## src/rtl/fifo_pkg.sv

```systemverilog
// rtl/fifo_pkg.sv - shared types and sizing helpers for the FIFO stream adapters
package fifo_pkg;

  localparam int DATA_W_DEF = 16;
  localparam int RD_LAT_MIN = 1;
  localparam int RD_LAT_MAX = 3;

  // Legal FIFO read latencies are 1..3; zero is not a valid encoding.
  typedef logic [1:0] rd_lat_t;

  // One slot per in-flight read plus one for the word being presented.
  function automatic int buf_depth(input int rd_lat);
    return rd_lat + 1;
  endfunction

endpackage

```

## src/rtl/stream_buf.sv

```systemverilog
// rtl/stream_buf.sv - small circular word buffer with push/pop and occupancy
module stream_buf
  import fifo_pkg::*;
#(
  parameter int DATA_W = DATA_W_DEF,
  parameter int DEPTH  = 2,
  localparam int OCC_W = $clog2(DEPTH + 1),
  localparam int PTR_W = (DEPTH > 1) ? $clog2(DEPTH) : 1
) (
  input  logic              clk,
  input  logic              rst,
  input  logic              push,
  input  logic [DATA_W-1:0] push_data,
  input  logic              pop,
  output logic [DATA_W-1:0] head_data,
  output logic [OCC_W-1:0]  occ
);

  logic [DATA_W-1:0] mem [DEPTH];
  logic [PTR_W-1:0]  head;
  logic [PTR_W-1:0]  tail;

  function automatic logic [PTR_W-1:0] wrap_inc(input logic [PTR_W-1:0] p);
    return (p == PTR_W'(DEPTH - 1)) ? '0 : p + 1'b1;
  endfunction

  assign head_data = mem[head];

  // Pointer and occupancy bookkeeping; a pop and a push in one cycle leave occ unchanged.
  always_ff @(posedge clk) begin
    if (rst) begin
      head <= '0;
      tail <= '0;
      occ  <= '0;
    end else begin
      if (push) tail <= wrap_inc(tail);
      if (pop)  head <= wrap_inc(head);
      occ <= occ + OCC_W'(push) - OCC_W'(pop);
    end
  end

  // Storage needs no reset: a slot is only read after it has been written.
  always_ff @(posedge clk) begin
    if (push) mem[tail] <= push_data;
  end

  // The issuing side must never overfill or over-drain the buffer.
  always_ff @(posedge clk) begin
    if (!rst) begin
      assert (!(push && !pop && occ == OCC_W'(DEPTH)));
      assert (!(push && occ == OCC_W'(DEPTH)));
      assert (!(pop && occ == '0));
    end
  end

endmodule

```

## src/rtl/fifo_rd_stream.sv

```systemverilog
// rtl/fifo_rd_stream.sv - sync_fifo read-side adapter presenting words as a valid/ready stream
module fifo_rd_stream
  import fifo_pkg::*;
#(
  parameter int DATA_W = DATA_W_DEF,
  parameter int RD_LAT = 1,
  parameter int CNT_W  = 32
) (
  input  logic              clk,
  input  logic              rst,
  input  logic              en,
  input  logic              fifo_empty,
  output logic              fifo_rd_en,
  input  logic [DATA_W-1:0] fifo_dout,
  output logic              m_valid,
  input  logic              m_ready,
  output logic [DATA_W-1:0] m_data,
  output logic [CNT_W-1:0]  words_out,
  output logic              idle
);

  localparam int BUF_D = buf_depth(RD_LAT);
  localparam int OCC_W = $clog2(BUF_D + 1);

  logic [RD_LAT-1:0] pipe;
  logic [OCC_W-1:0]  occ;
  logic [OCC_W-1:0]  inflight;
  logic [OCC_W:0]    demand;
  logic              pop;
  logic              land;

  assign pop     = m_valid & m_ready;
  assign land    = pipe[RD_LAT-1];
  assign m_valid = (occ != '0);
  assign idle    = (occ == '0) && (inflight == '0);

  // Count reads that are issued but whose data has not yet landed.
  always_comb begin
    inflight = '0;
    for (int i = 0; i < RD_LAT; i++) begin
      inflight = inflight + OCC_W'(pipe[i]);
    end
  end

  // Every issued read owns a buffer slot, so a word can always land regardless of backpressure.
  assign demand     = {1'b0, occ} + {1'b0, inflight} - (OCC_W + 1)'(pop);
  assign fifo_rd_en = ~rst & en & ~fifo_empty & (demand < (OCC_W + 1)'(BUF_D));

  // Shift issued-read markers toward the tail in step with the FIFO read latency.
  always_ff @(posedge clk) begin
    if (rst) pipe <= '0;
    else     pipe <= (pipe << 1) | RD_LAT'(fifo_rd_en);
  end

  // Completed output handshakes, wrapping at the counter width.
  always_ff @(posedge clk) begin
    if (rst)      words_out <= '0;
    else if (pop) words_out <= words_out + 1'b1;
  end

  stream_buf #(
    .DATA_W (DATA_W),
    .DEPTH  (BUF_D)
  ) u_buf (
    .clk       (clk),
    .rst       (rst),
    .push      (land),
    .push_data (fifo_dout),
    .pop       (pop),
    .head_data (m_data),
    .occ       (occ)
  );

  // Reads into an empty FIFO would corrupt its pointers; the latency must be in range.
  always_ff @(posedge clk) begin
    if (!rst) begin
      assert (!(fifo_rd_en && fifo_empty));
      assert (RD_LAT >= RD_LAT_MIN && RD_LAT <= RD_LAT_MAX);
    end
  end

endmodule

```

## config.mk

```make
export PLATFORM = sky130hd
export DESIGN_NAME = fifo_rd_stream
export DESIGN_NICKNAME = d
export VERILOG_FILES = /design/src/rtl/fifo_pkg.sv /design/src/rtl/stream_buf.sv /design/src/rtl/fifo_rd_stream.sv
export SDC_FILE = /design/constraint.sdc
export NUM_CORES = 1
export LEC_CHECK = 0
export CAP_MARGIN = 10
export CORE_ASPECT_RATIO = 0.75
export CORE_MARGIN = 2
export CORE_UTILIZATION = 53
export CTS_BUF_LIST = sky130_fd_sc_hd__clkbuf_4 sky130_fd_sc_hd__clkbuf_8 sky130_fd_sc_hd__clkbuf_16
export DETAILED_ROUTE_END_ITERATION = 16
export PLACE_DENSITY = 0.83
export SLEW_MARGIN = 20
export SYNTH_ARGS = -nofsm -noshare
export SYNTH_HDL_FRONTEND = slang
export SYNTH_SLANG_ARGS = --single-unit
```

## constraint.sdc

```tcl
create_clock -name clk -period 6.5 [get_ports clk]
set_input_delay 0.65 -clock clk [delete_from_list [all_inputs] [get_ports clk]]
set_output_delay 0.65 -clock clk [all_outputs]
set_load 0.01 [all_outputs]
```

==> results by group, run 1 <==
Detailed routing
  – Vias: 2266
  – Routed Antenna Nets: 0
  – Drt drc: 0
  – DRT Pass-1 Iters: 4
  – Drt wl/cell: 15.0 um
  – Starting DRT DRC Count: 107
  – WL final: 6.24 mm
  – Vias per inst: around 5.5

Yosys
  – Synth warn: 0
  – Compound-Gate Fraction of Synth Area: 0.0480
  – Post-Synth Simple-Gate Area: 0.199
  – Multiplexer share of the synthesized area: 0.0961
  – Largest family of logic cells by synthesized area: simple AND/OR/NAND/NOR gates
  – Gate count of the mapped netlist: 266
  – Post-Syn Area per Cell: 11.5 sq um
  – Post-synthesis net count: 291
  – Synthesized flop and latch total: 70
  – Adder-cell share of the synthesized area: 0.0189
  – Synth Area in XOR/XNOR: 0.0374
  – Synthesized area: slightly above 3000 sq um
  – Netlist cell types: 34
  – Register area share after synthesis: 0.565

Die
  – Ports: between 70 and 80
  – Die Wd: 91.6 um
  – DIE AREA: 6380 sq um
  – Core ar.: 5440 sq um
  – Die height: 69.7 um
  – Initial core utilization: 0.560
  – # rows: 23

Clock tree
  – CTS clk-pin slew, worst paths: ~70 ps
  – Post_cts resized: 0
  – Setup bufs post-CTS: 0
  – Deepest clock path buffer count: 2
  – TritonCTS Buffers: 9
  – Clk sinks: 70
  – Clk_lat worst skew: 340 ps
  – CTS tree: yes
  – Cts hold-fix bufs: 0
  – Clk root buf: clkbuf_8
  – H-tree Lvls: 3

Worst setup path
  – CP Class: in2out
  – Endpoint class of the critical path: primary output
  – WP data required: 5850 ps
  – Crit Path Max Fanout: 11
  – CP arrival: 3500 ps
  – Startpoint types: primary input
  – Critical path origin: m_ready
  – R2r startpoint: u_buf.occ[1]$_SDFF_PP0_
  – R2r worst-path depth: 8

Layout
  – Commonest non-fill, non-tap cell in the layout: clkdlybuf4s50_1
  – Most frequent cells in the layout: clkdlybuf4s50_1, dfxtp_1, edfxtp_1
  – Post-layout util: 0.732
  – Layout Cells excl Fill: 415
  – Nets: 360
  – Synthesis-to-finish area growth: 30.7%
  – Share of cells above drive strength 1: 0.135
  – Diode count: 0

Timing
  – Worst Tran Pin Value: 744 ps
  – Final Cycle Share: 0.639
  – Setup TNS: 0 ps
  – Clock Skews: 8.18 ps
  – Final Max Slew Viols: 0
  – # setup viols final: 0
  – RSZ-0062 raised after global routing: no
  – Slew headroom: 0.504
  – Fmax achieved: 0.241 GHz
  – Final min period: between 4000 and 5000 ps
  – Hold Vio Cnt, Final: 0

Run status
  – Status: finished, final reports clean

Power
  – Power Internal: about 0.00083 W
  – Comb pwr share: 0.239
  – Switch share: 0.263
  – Sequential Power Share: 0.469
  – Clock share of power: 0.293
  – Leak pwr: 1.34 nW
  – Sw power: roughly 0.00030 W
  – Worst vdd ir: 0.193 mV
  – Pwr/cell area: 284 nW/um^2

Run
  – Max-cap viol count: 0

GRT
  – GRT Total Usage: 0.203
  – Gr ovfl total: 0
  – Number of global-route vias before repair: 2099
  – Initial antenna violation count: 0
  – Largest net degree at the start of global routing: 50
  – Global-route wire length before repair: 10.0 mm

Hold path
  – Hold path depth: 2
  – Min-delay src: words_out[20]$_SDFFE_PP0P_
  – Hold Crit Class: reg2reg

Placement
  – Final GP Congestion: 0.827
  – Port Buf Inserts: 71
  – Inst Count DP: 399
  – Post-DP HPWL: 4.26 mm
-- routing by layer --
layer / track usage / vias up / wire, um
met3: 0.0685 / 8 / 355
met4: 0.0758 / 0 / 77
met2: 0.303 / 63 / 2940
met1: 0.274 / 1079 / 2860
met5: 0 / - / 0
li1: - / 1116 / -
-- final timing paths --
| kind | to | slack [ps] |
|---|---|---|
| min | words_out[20]$_SDFFE_PP0P_ | 490 |
| min reg2reg | words_out[20]$_SDFFE_PP0P_ | 490 |
| max reg2reg | land$_SDFF_PP0_ | 4120 |
| max | fifo_rd_en | 2350 |
-- per-stage QoR --
step | setup WS (ps) | hold slack, ps | cell area, sq um | power [W]
detailed placement | 2370 | 486 | 3790 | 0.000808
CTS | 2330 | 499 | 3980 | 0.00114
floorplan | 3330 | 481 | 3050 | 0.000673
finish | 2350 | 495 | 3980 | 0.00113
global route | 2190 | 515 | 3980 | 0.00118
global placement | 2440 | 474 | 3790 | 0.000799
-- synthesized netlist by cell type --
library cell	instances	area, sq um
clkbuf_1	9	33.8
nand2b_1	1	6.26
nor2_1	24	90.1
inv_1	8	30.0
xnor2_1	6	52.6
and4_1	5	43.8
nor4_4	1	21.3
nand4_1	9	56.3
buf_1	4	15.0
fa_1	1	20.0
buf_2	1	5.00
a21oi_1	12	60.1
mux2_2	24	270
nor2b_1	13	81.3
or4_1	9	67.6
buf_6	1	11.3
buf_8	1	15.0
and4_2	1	10.0
o31ai_1	9	67.6
dfxtp_1	38	761
and2_1	1	6.26
nor4_1	12	75.1
mux2_1	2	22.5
nand2_1	13	48.8
nor4_2	1	12.5
edfxtp_1	32	961
ha_1	3	37.5
or3_1	3	18.8
o21ai_0	2	10.0
o21ai_2	1	8.76
xor2_1	7	61.3
and3_1	2	12.5
nand3_2	1	10.0
nand3_1	9	45.0
-- cells by family (layout without fill, tap and decap cells) --
group | after synthesis | in the layout
AO/OA/AOI/OAI | 24 | 24
XOR/XNOR | 13 | 13
adder cells (fa/ha/maj) | 4 | 4
buffers and inverters | 24 | 98
flip-flops | 70 | 70
multiplexers | 26 | 26
AND/OR/NAND/NOR | 105 | 105
-- worst max-delay path, stage by stage --
cell and delay, ps:
clkdlybuf4s50_1 500, o21ai_2 90, inv_1 300, ha_1 320, inv_1 60, ha_1 140
fa_1 420, nand2b_1 180, nor4_1 250, clkdlybuf4s50_1 600
-- area by class of cell --
type	count	area, sq um
Inverter	8	30.0
Clock buffer	11	139
Clock inverter	5	50.0
Sequential cell	70	1720
Multi-Input combinational cell	172	1220
Tap cell	75	93.8
Timing Repair Buffer	74	733
Fill cell	373	1460
-- power groups by stage --
stage | Clock (W) | Sequential (W) | Combinational [W]
2_1_floorplan | 0 | 0.000522 | 0.000151
3_3_place_gp | 0 | 0.000539 | 0.000260
3_5_place_dp | 0 | 0.000541 | 0.000267
4_1_cts | 0.000341 | 0.000531 | 0.000273
5_1_grt | 0.000357 | 0.000536 | 0.000290
6_report | 0.000331 | 0.000530 | 0.000270
-- flip-flops by register name, indices dropped and copies added (netlist names), named ones only --
name	flops
words_out	32
land	1
u_buf.mem	32
u_buf.occ	2
u_buf.head	1
u_buf.tail	1
Power figures use the tool's default switching activity.
==> inputs of run 2 (changes only) <==
--- a/config.mk
+++ b/config.mk
@@ -8,10 +8,10 @@
 export CAP_MARGIN = 10
 export CORE_ASPECT_RATIO = 0.75
 export CORE_MARGIN = 2
-export CORE_UTILIZATION = 53
+export CORE_UTILIZATION = 49
 export CTS_BUF_LIST = sky130_fd_sc_hd__clkbuf_4 sky130_fd_sc_hd__clkbuf_8 sky130_fd_sc_hd__clkbuf_16
 export DETAILED_ROUTE_END_ITERATION = 16
-export PLACE_DENSITY = 0.83
+export PLACE_DENSITY = 0.78
 export SLEW_MARGIN = 20
 export SYNTH_ARGS = -nofsm -noshare
 export SYNTH_HDL_FRONTEND = slang
==> constraint.sdc (replaced) <==
create_clock -name clk -period 4.3 [get_ports clk]
set_input_delay 0.43 -clock clk [delete_from_list [all_inputs] [get_ports clk]]
set_output_delay 0.43 -clock clk [all_outputs]
set_load 0.01 [all_outputs]
==> run 2 against run 1 <==
Against the previous run:
- total power grew 50%
- first-iteration DRC count fell by 2.8%
- register-to-register slack got worse by 2100 ps
- critical endpoint unchanged
- largest cell class unchanged
- setup slack lost 1700 ps
- flip-flop and latch count stayed put
==> results by group, run 2 (synthesized netlist as in run 1, its figures left out) <==
Detailed routing
  – Drt wl/cell: 14.4 um (-4.2%)
  – DRT Pass-1 Iters: 4 (unchanged)
  – WL final: 6.02 mm (-3.5%)
  – Routed Antenna Nets: 0 (unchanged)
  – Drt drc: 0 (unchanged)
  – Vias: 2285 (+0.84%)
  – Starting DRT DRC Count: 104 (-2.8%)
  – Vias per inst: 5.47 (+0.11%)

Power
  – Total power draw: 0.00170 W (+50%)
  – Clock share of power: 0.303 (+0.010)
  – Sw power: 0.000446 W (+50%)
  – Switch share: 0.262 (-0.00115)
  – Leak pwr: 1.35 nW (+0.15%)
  – Pwr/cell area: 426 nW/um^2 (+50%)
  – Worst vdd ir: 0.250 mV (+30%)
  – Comb pwr share: 0.228 (-0.011)
  – Power Internal: 0.00126 W (+51%)
  – Sequential Power Share: 0.469 (about the same)

GRT
  – GRT Total Usage: 0.189 (-0.0134)
  – Gr ovfl total: 0 (unchanged)
  – Initial antenna violation count: 0 (unchanged)
  – Global-route wire length before repair: 9.67 mm (-3.6%)
  – Largest net degree at the start of global routing: 49 (-2.0%)
  – Number of global-route vias before repair: 2013 (-4.1%)

Clock tree
  – Deepest clock path buffer count: 2 (unchanged)
  – TritonCTS Buffers: 9 (unchanged)
  – CTS tree: yes
  – H-tree Lvls: 3 (unchanged)
  – Setup bufs post-CTS: 0 (unchanged)
  – Clk sinks: 70 (unchanged)
  – Cts hold-fix bufs: 0 (unchanged)
  – Clk root buf: clkbuf_8
  – Clk_lat worst skew: 350 ps (about the same)
  – CTS clk-pin slew, worst paths: 70 ps (about the same)
  – Post_cts resized: 0 (unchanged)

Worst setup path
  – Endpoint class of the critical path: primary output
  – Slowest stage delay, CP: 590 ps (about the same)
  – Startpoint types: primary input
  – WP data required: 3870 ps (-1980 ps)
  – CP Class: in2out
  – Crit Path Max Fanout: 11 (unchanged)
  – Crit path cell chain: clkdlybuf4s50_1 -> o21ai_2 -> inv_1 -> ha_1 -> inv_1 -> ha_1 -> fa_1 -> nand2b_1 -> nor4_1 -> clkdlybuf4s50_1
  – CP arrival: 3200 ps (-300 ps)
  – Slowest CP cell: clkdlybuf4s50_1

Placement
  – Post-DP HPWL: 4.00 mm (-6.3%)
  – Port Buf Inserts: 71 (unchanged)
  – Final GP Congestion: 0.839 (+1.5%)

Timing
  – Hold Vio Cnt, Final: 0 (unchanged)
  – Fmax achieved: 0.276 GHz
  – # setup viols final: 0 (unchanged)
  – Slew headroom: 0.513 (+0.00938)
  – Final Cycle Share: 0.844
  – Clock Skews: 6.10 ps (-2.08 ps)
  – RSZ-0062 raised after global routing: no
  – Setup TNS: 0 ps (unchanged)
  – WHS: 496 ps (+0.557 ps)
  – Final Max Slew Viols: 0 (unchanged)
  – Worst Tran Pin Value: 730 ps (-14.1 ps)
  – Final min period: 3630 ps

Layout
  – Most frequent cells in the layout: clkdlybuf4s50_1, dfxtp_1, edfxtp_1
  – Footprint of the multi-input gates: 1220 sq um (unchanged)
  – Diode count: 0 (unchanged)
  – Fillers: 474 (+27%)
  – Commonest non-fill, non-tap cell in the layout: clkdlybuf4s50_1
  – Synthesis-to-finish area growth: 31.0%
  – Post-layout util: 0.675 (-0.0573)
  – Register area: 1720 sq um (unchanged)
  – Nets: 360 (unchanged)
  – Share of cells above drive strength 1: 0.138 (+0.00294)
  – Largest regs: u_buf.mem: 32 flops, words_out: 32 flops, u_buf.occ: 2 flops

Die
  – Ports: 72 (unchanged)
  – Core ar.: 5920 sq um (+8.8%)
  – Die Wd: 95.1 um (+3.8%)
  – Die height: 72.3 um (+3.8%)
  – # rows: 24 (+4.3%)
  – Initial core utilization: 0.515 (-0.0452)
  – DIE AREA: 6870 sq um (+7.7%)

Run status
  – Status: finished, final reports clean

Hold path
  – Hold Crit Class: reg2reg

Run
  – Max-cap viol count: 0 (unchanged)
==> run 2: cell types whose count changed in the layout (fill, tap and decap cells not counted), sizes merged <==
cell	previous run	this run
clkbuf	11	10
clkinv	3	4
==> run 2: path summary, 6_finish.rpt <==
path | startpoint | end | slack [ps] | cells past startpoint
worst min register to register | words_out[20]$_SDFFE_PP0P_ | words_out[20]$_SDFFE_PP0P_ | 500 | 2
worst max register to register | u_buf.occ[1]$_SDFF_PP0_ | land$_SDFF_PP0_ | 2030 | 8
worst max-delay path | m_ready | fifo_rd_en | 670 | 10
worst min-delay path | words_out[20]$_SDFFE_PP0P_ | words_out[20]$_SDFFE_PP0P_ | 500 | 2
==> run 2: metal layers <==
metal	GRT usage	up-vias	routed length, um	share of wire
met3	0.0852	9	468	0.078
li1	-	1118	-	-
met5	0	-	0	0
met2	0.279	72	2730	0.45
met1	0.250	1086	2770	0.46
met4	0.0628	0	51	0.0085
==> run 2: worst max-delay path: cells and delay by family <==
| kind | cells | cell delay [ps] |
|---|---|---|
| compound gates | 1 | 80 |
| fa+ha+maj | 3 | 890 |
| buf+inv | 4 | 1380 |
| simple gates | 2 | 420 |
==> run 2: stage by stage <==
stage          setup slack (ps)  cells  instance area, sq um
2_1_floorplan              1570    266                  3050
3_3_place_gp                763    402                  3800
3_5_place_dp                683    402                  3800
4_1_cts                     678    418                  3990
5_1_grt                     484    418                  3990
6_report                    672    418                  3990
==> run 2: layout make-up <==
cell class | count | share of cell area
sequential | 70 | 0.431
multi-input combinational | 172 | 0.305
tap | 78 | 0.0244
timing repair buffer | 74 | 0.184
inverter | 8 | 0.00752
clock buffer | 10 | 0.0329
clock inverter | 6 | 0.0160
==> run 2: power by group through the flow <==
stage	clock network (W)	registers (W)	logic, W
2_1_floorplan	0	0.000790	0.000228
3_3_place_gp	0	0.000812	0.000384
3_5_place_dp	0	0.000814	0.000387
4_1_cts	0.000536	0.000799	0.000391
5_1_grt	0.000559	0.000806	0.000421
6_report	0.000516	0.000798	0.000388
==> inputs of run 3 (changes only) <==
--- a/config.mk
+++ b/config.mk
@@ -8,10 +8,10 @@
 export CAP_MARGIN = 10
 export CORE_ASPECT_RATIO = 0.75
 export CORE_MARGIN = 2
-export CORE_UTILIZATION = 49
+export CORE_UTILIZATION = 45
 export CTS_BUF_LIST = sky130_fd_sc_hd__clkbuf_4 sky130_fd_sc_hd__clkbuf_8 sky130_fd_sc_hd__clkbuf_16
 export DETAILED_ROUTE_END_ITERATION = 16
-export PLACE_DENSITY = 0.78
+export PLACE_DENSITY = 0.75
 export SLEW_MARGIN = 20
 export SYNTH_ARGS = -nofsm -noshare
 export SYNTH_HDL_FRONTEND = slang
==> constraint.sdc (replaced) <==
create_clock -name clk -period 3.3 [get_ports clk]
set_input_delay 0.33 -clock clk [delete_from_list [all_inputs] [get_ports clk]]
set_output_delay 0.33 -clock clk [all_outputs]
set_load 0.01 [all_outputs]
==> run 3 against run 2 <==
Against the previous run:
- combinational power increased by 33%
- non-clock buffer count increased by 1
- count of clock-buffer cells in the layout decreased by 1
- setup slack got worse by 370 ps
==> results by group, run 3 (synthesized netlist as in run 1, its figures left out) <==
Layout
  – Fillers: 528 (+11%)
  – Commonest non-fill, non-tap cell in the layout: clkdlybuf4s50_1
  – Footprint of the multi-input gates: 1220 sq um (unchanged)
  – Share of cells above drive strength 1: 0.144 (+0.00546)
  – Synthesis-to-finish area growth: 32.4%
  – Largest regs: u_buf.mem: 32 flops, words_out: 32 flops, u_buf.occ: 2 flops
  – Most frequent cells in the layout: clkdlybuf4s50_1, dfxtp_1, edfxtp_1
  – Register area: 1720 sq um (unchanged)
  – Nets: 361 (+0.28%)
  – Diode count: 0 (unchanged)

Power
  – Sw power: 0.000622 W (+39%)
  – Worst vdd ir: 0.250 mV (about the same)
  – Leak pwr: 1.37 nW (+1.7%)
  – Clock share of power: 0.333 (+0.030)
  – Power Internal: 0.00172 W (+37%)
  – Sequential Power Share: 0.447 (-0.022)
  – Comb pwr share: 0.220 (-0.008)
  – Switch share: 0.266 (+0.00335)
  – Pwr/cell area: 580 nW/um^2 (+36%)

Die
  – DIE AREA: 7450 sq um (+8.5%)
  – Core ar.: 6410 sq um (+8.4%)
  – Ports: 72 (unchanged)
  – Die height: 75.3 um (+4.1%)
  – # rows: 25 (+4.2%)
  – Die Wd: 99.0 um (+4.2%)
  – Initial core utilization: 0.475 (-0.0399)

Run
  – Max-cap viol count: 0 (unchanged)

Timing
  – Setup TNS: 0 ps (unchanged)
  – Final Max Slew Viols: 0 (unchanged)
  – Final Cycle Share: 0.909
  – Slew headroom: 0.468 (-0.0456)
  – Fmax achieved: 0.333 GHz
  – # setup viols final: 0 (unchanged)
  – Hold Vio Cnt, Final: 0 (unchanged)
  – WHS: 512 ps (+16.0 ps)
  – Final min period: 3000 ps
  – Clock Skews: 11.4 ps (+5.33 ps)
  – RSZ-0062 raised after global routing: no
  – Worst Tran Pin Value: 799 ps (+68.4 ps)

Detailed routing
  – Vias: 2238 (-2.1%)
  – Routed Antenna Nets: 0 (unchanged)
  – Drt wl/cell: 15.2 um (+5.4%)
  – WL final: 6.40 mm (+6.4%)
  – Starting DRT DRC Count: 60 (-42%)
  – Vias per inst: 5.30 (-3.0%)
  – DRT Pass-1 Iters: 4 (unchanged)
  – Drt drc: 0 (unchanged)

Clock tree
  – Clk sinks: 70 (unchanged)
  – CTS tree: yes
  – Clk root buf: clkbuf_8
  – H-tree Lvls: 3 (unchanged)
  – Clk_lat worst skew: 350 ps (about the same)
  – Cts hold-fix bufs: 0 (unchanged)
  – CTS clk-pin slew, worst paths: 80 ps (about the same)
  – TritonCTS Buffers: 9 (unchanged)
  – Setup bufs post-CTS: 0 (unchanged)
  – Deepest clock path buffer count: 2 (unchanged)

Worst setup path
  – Startpoint types: register
  – R2r worst-path depth: 5 (-3)
  – WP data required: 2970 ps (-900 ps)
  – CP arrival: 2670 ps (-530 ps)
  – CP Class: reg2out
  – Crit Path Max Fanout: 5 (-6)
  – Endpoint class of the critical path: primary output

GRT
  – Global-route wire length before repair: 10.3 mm (+6.7%)
  – Largest net degree at the start of global routing: 49 (unchanged)
  – Initial antenna violation count: 0 (unchanged)
  – Number of global-route vias before repair: 2113 (+5.0%)
  – GRT Total Usage: 0.181 (-0.00842)
  – Gr ovfl total: 0 (unchanged)

Placement
  – Post-DP HPWL: 4.34 mm (+8.6%)
  – Final GP Congestion: 0.813 (-3.1%)
  – Port Buf Inserts: 71 (unchanged)

Hold path
  – Hold path depth: 2 (unchanged)
  – Hold Crit Class: reg2reg

Run status
  – Status: finished, final reports clean
[run 3: changes by cell type in the layout (fill, tap and decap cells not counted)]
cell	delta
inv_6	+3
clkinv_4	-1
dlygate4sd2_1	+1
clkinv_1	-1
clkbuf_4	-1
bufinv_16	+1
buf_4	+1
clkinv_2	-1
clkdlybuf4s50_1	-1
[run 3: timing repair]
| action | CTS | global route |
|---|---|---|
| gates resized for setup | 1 | 0 |
| setup endpoints to repair | 1 | 0 |
| endpoints found under the hold margin | 0 | 0 |
[run 3: power by group through the flow]
stage	combinational (W)	clock (W)	sequential, W
floorplan	0.000297	0	0.00103
global placement	0.000510	0	0.00106
detailed placement	0.000521	0	0.00107
finish	0.000516	0.000779	0.00105
CTS	0.000523	0.000798	0.00105
global route	0.000564	0.000835	0.00105
[run 3: area by class of cell]
type                    instances  share of cell area
clock buffers                   9              0.0307
clock inverters                 7              0.0254
inverters                       8             0.00744
multi-input cells             172               0.301
flip-flops and latches         70               0.427
well taps                      81              0.0251
repair buffers                 75               0.183
[run 3: final timing paths]
kind | start | to | slack [ps]
hold reg to reg | words_out[20]$_SDFFE_PP0P_ | words_out[20]$_SDFFE_PP0P_ | 510
hold / removal | words_out[20]$_SDFFE_PP0P_ | words_out[20]$_SDFFE_PP0P_ | 510
setup / recovery | u_buf.occ[1]$_SDFF_PP0_ | fifo_rd_en | 300
setup reg to reg | words_out[0]$_SDFFE_PP0P_ | words_out[24]$_SDFFE_PP0P_ | 1120
[run 3: stage by stage]
stage / area, sq um / util / worst slack, ps / total power, W / instances
global placement: 3810 / 0.594 / 152 / 0.00157 / 406
global route: 4040 / 0.629 / 124 / 0.00245 / 422
finish: 4040 / 0.629 / 299 / 0.00234 / 422
CTS: 4040 / 0.629 / 281 / 0.00237 / 422
detailed placement: 3810 / 0.594 / 60.6 / 0.00159 / 406
floorplan: 3050 / - / 702 / 0.00133 / 266
[run 3: critical path: stages (launching register included)]
cell and delay (ps):
dfxtp_1 360, o21ai_2 210, inv_1 100, ha_1 280, inv_1 40, ha_1 180, fa_1 460, nand2b_1 190
nor4_1 210, dlygate4sd2_1 300
[run 3: metal layers]
metal  wire length, um  up-vias  share of wire  GRT usage
li1                  -     1116              -          -
met1              3010     1069           0.47      0.235
met2              3010       49           0.47      0.286
met3               330        4          0.052     0.0715
met4                55        0         0.0086     0.0502
met5                 0        -              0          0
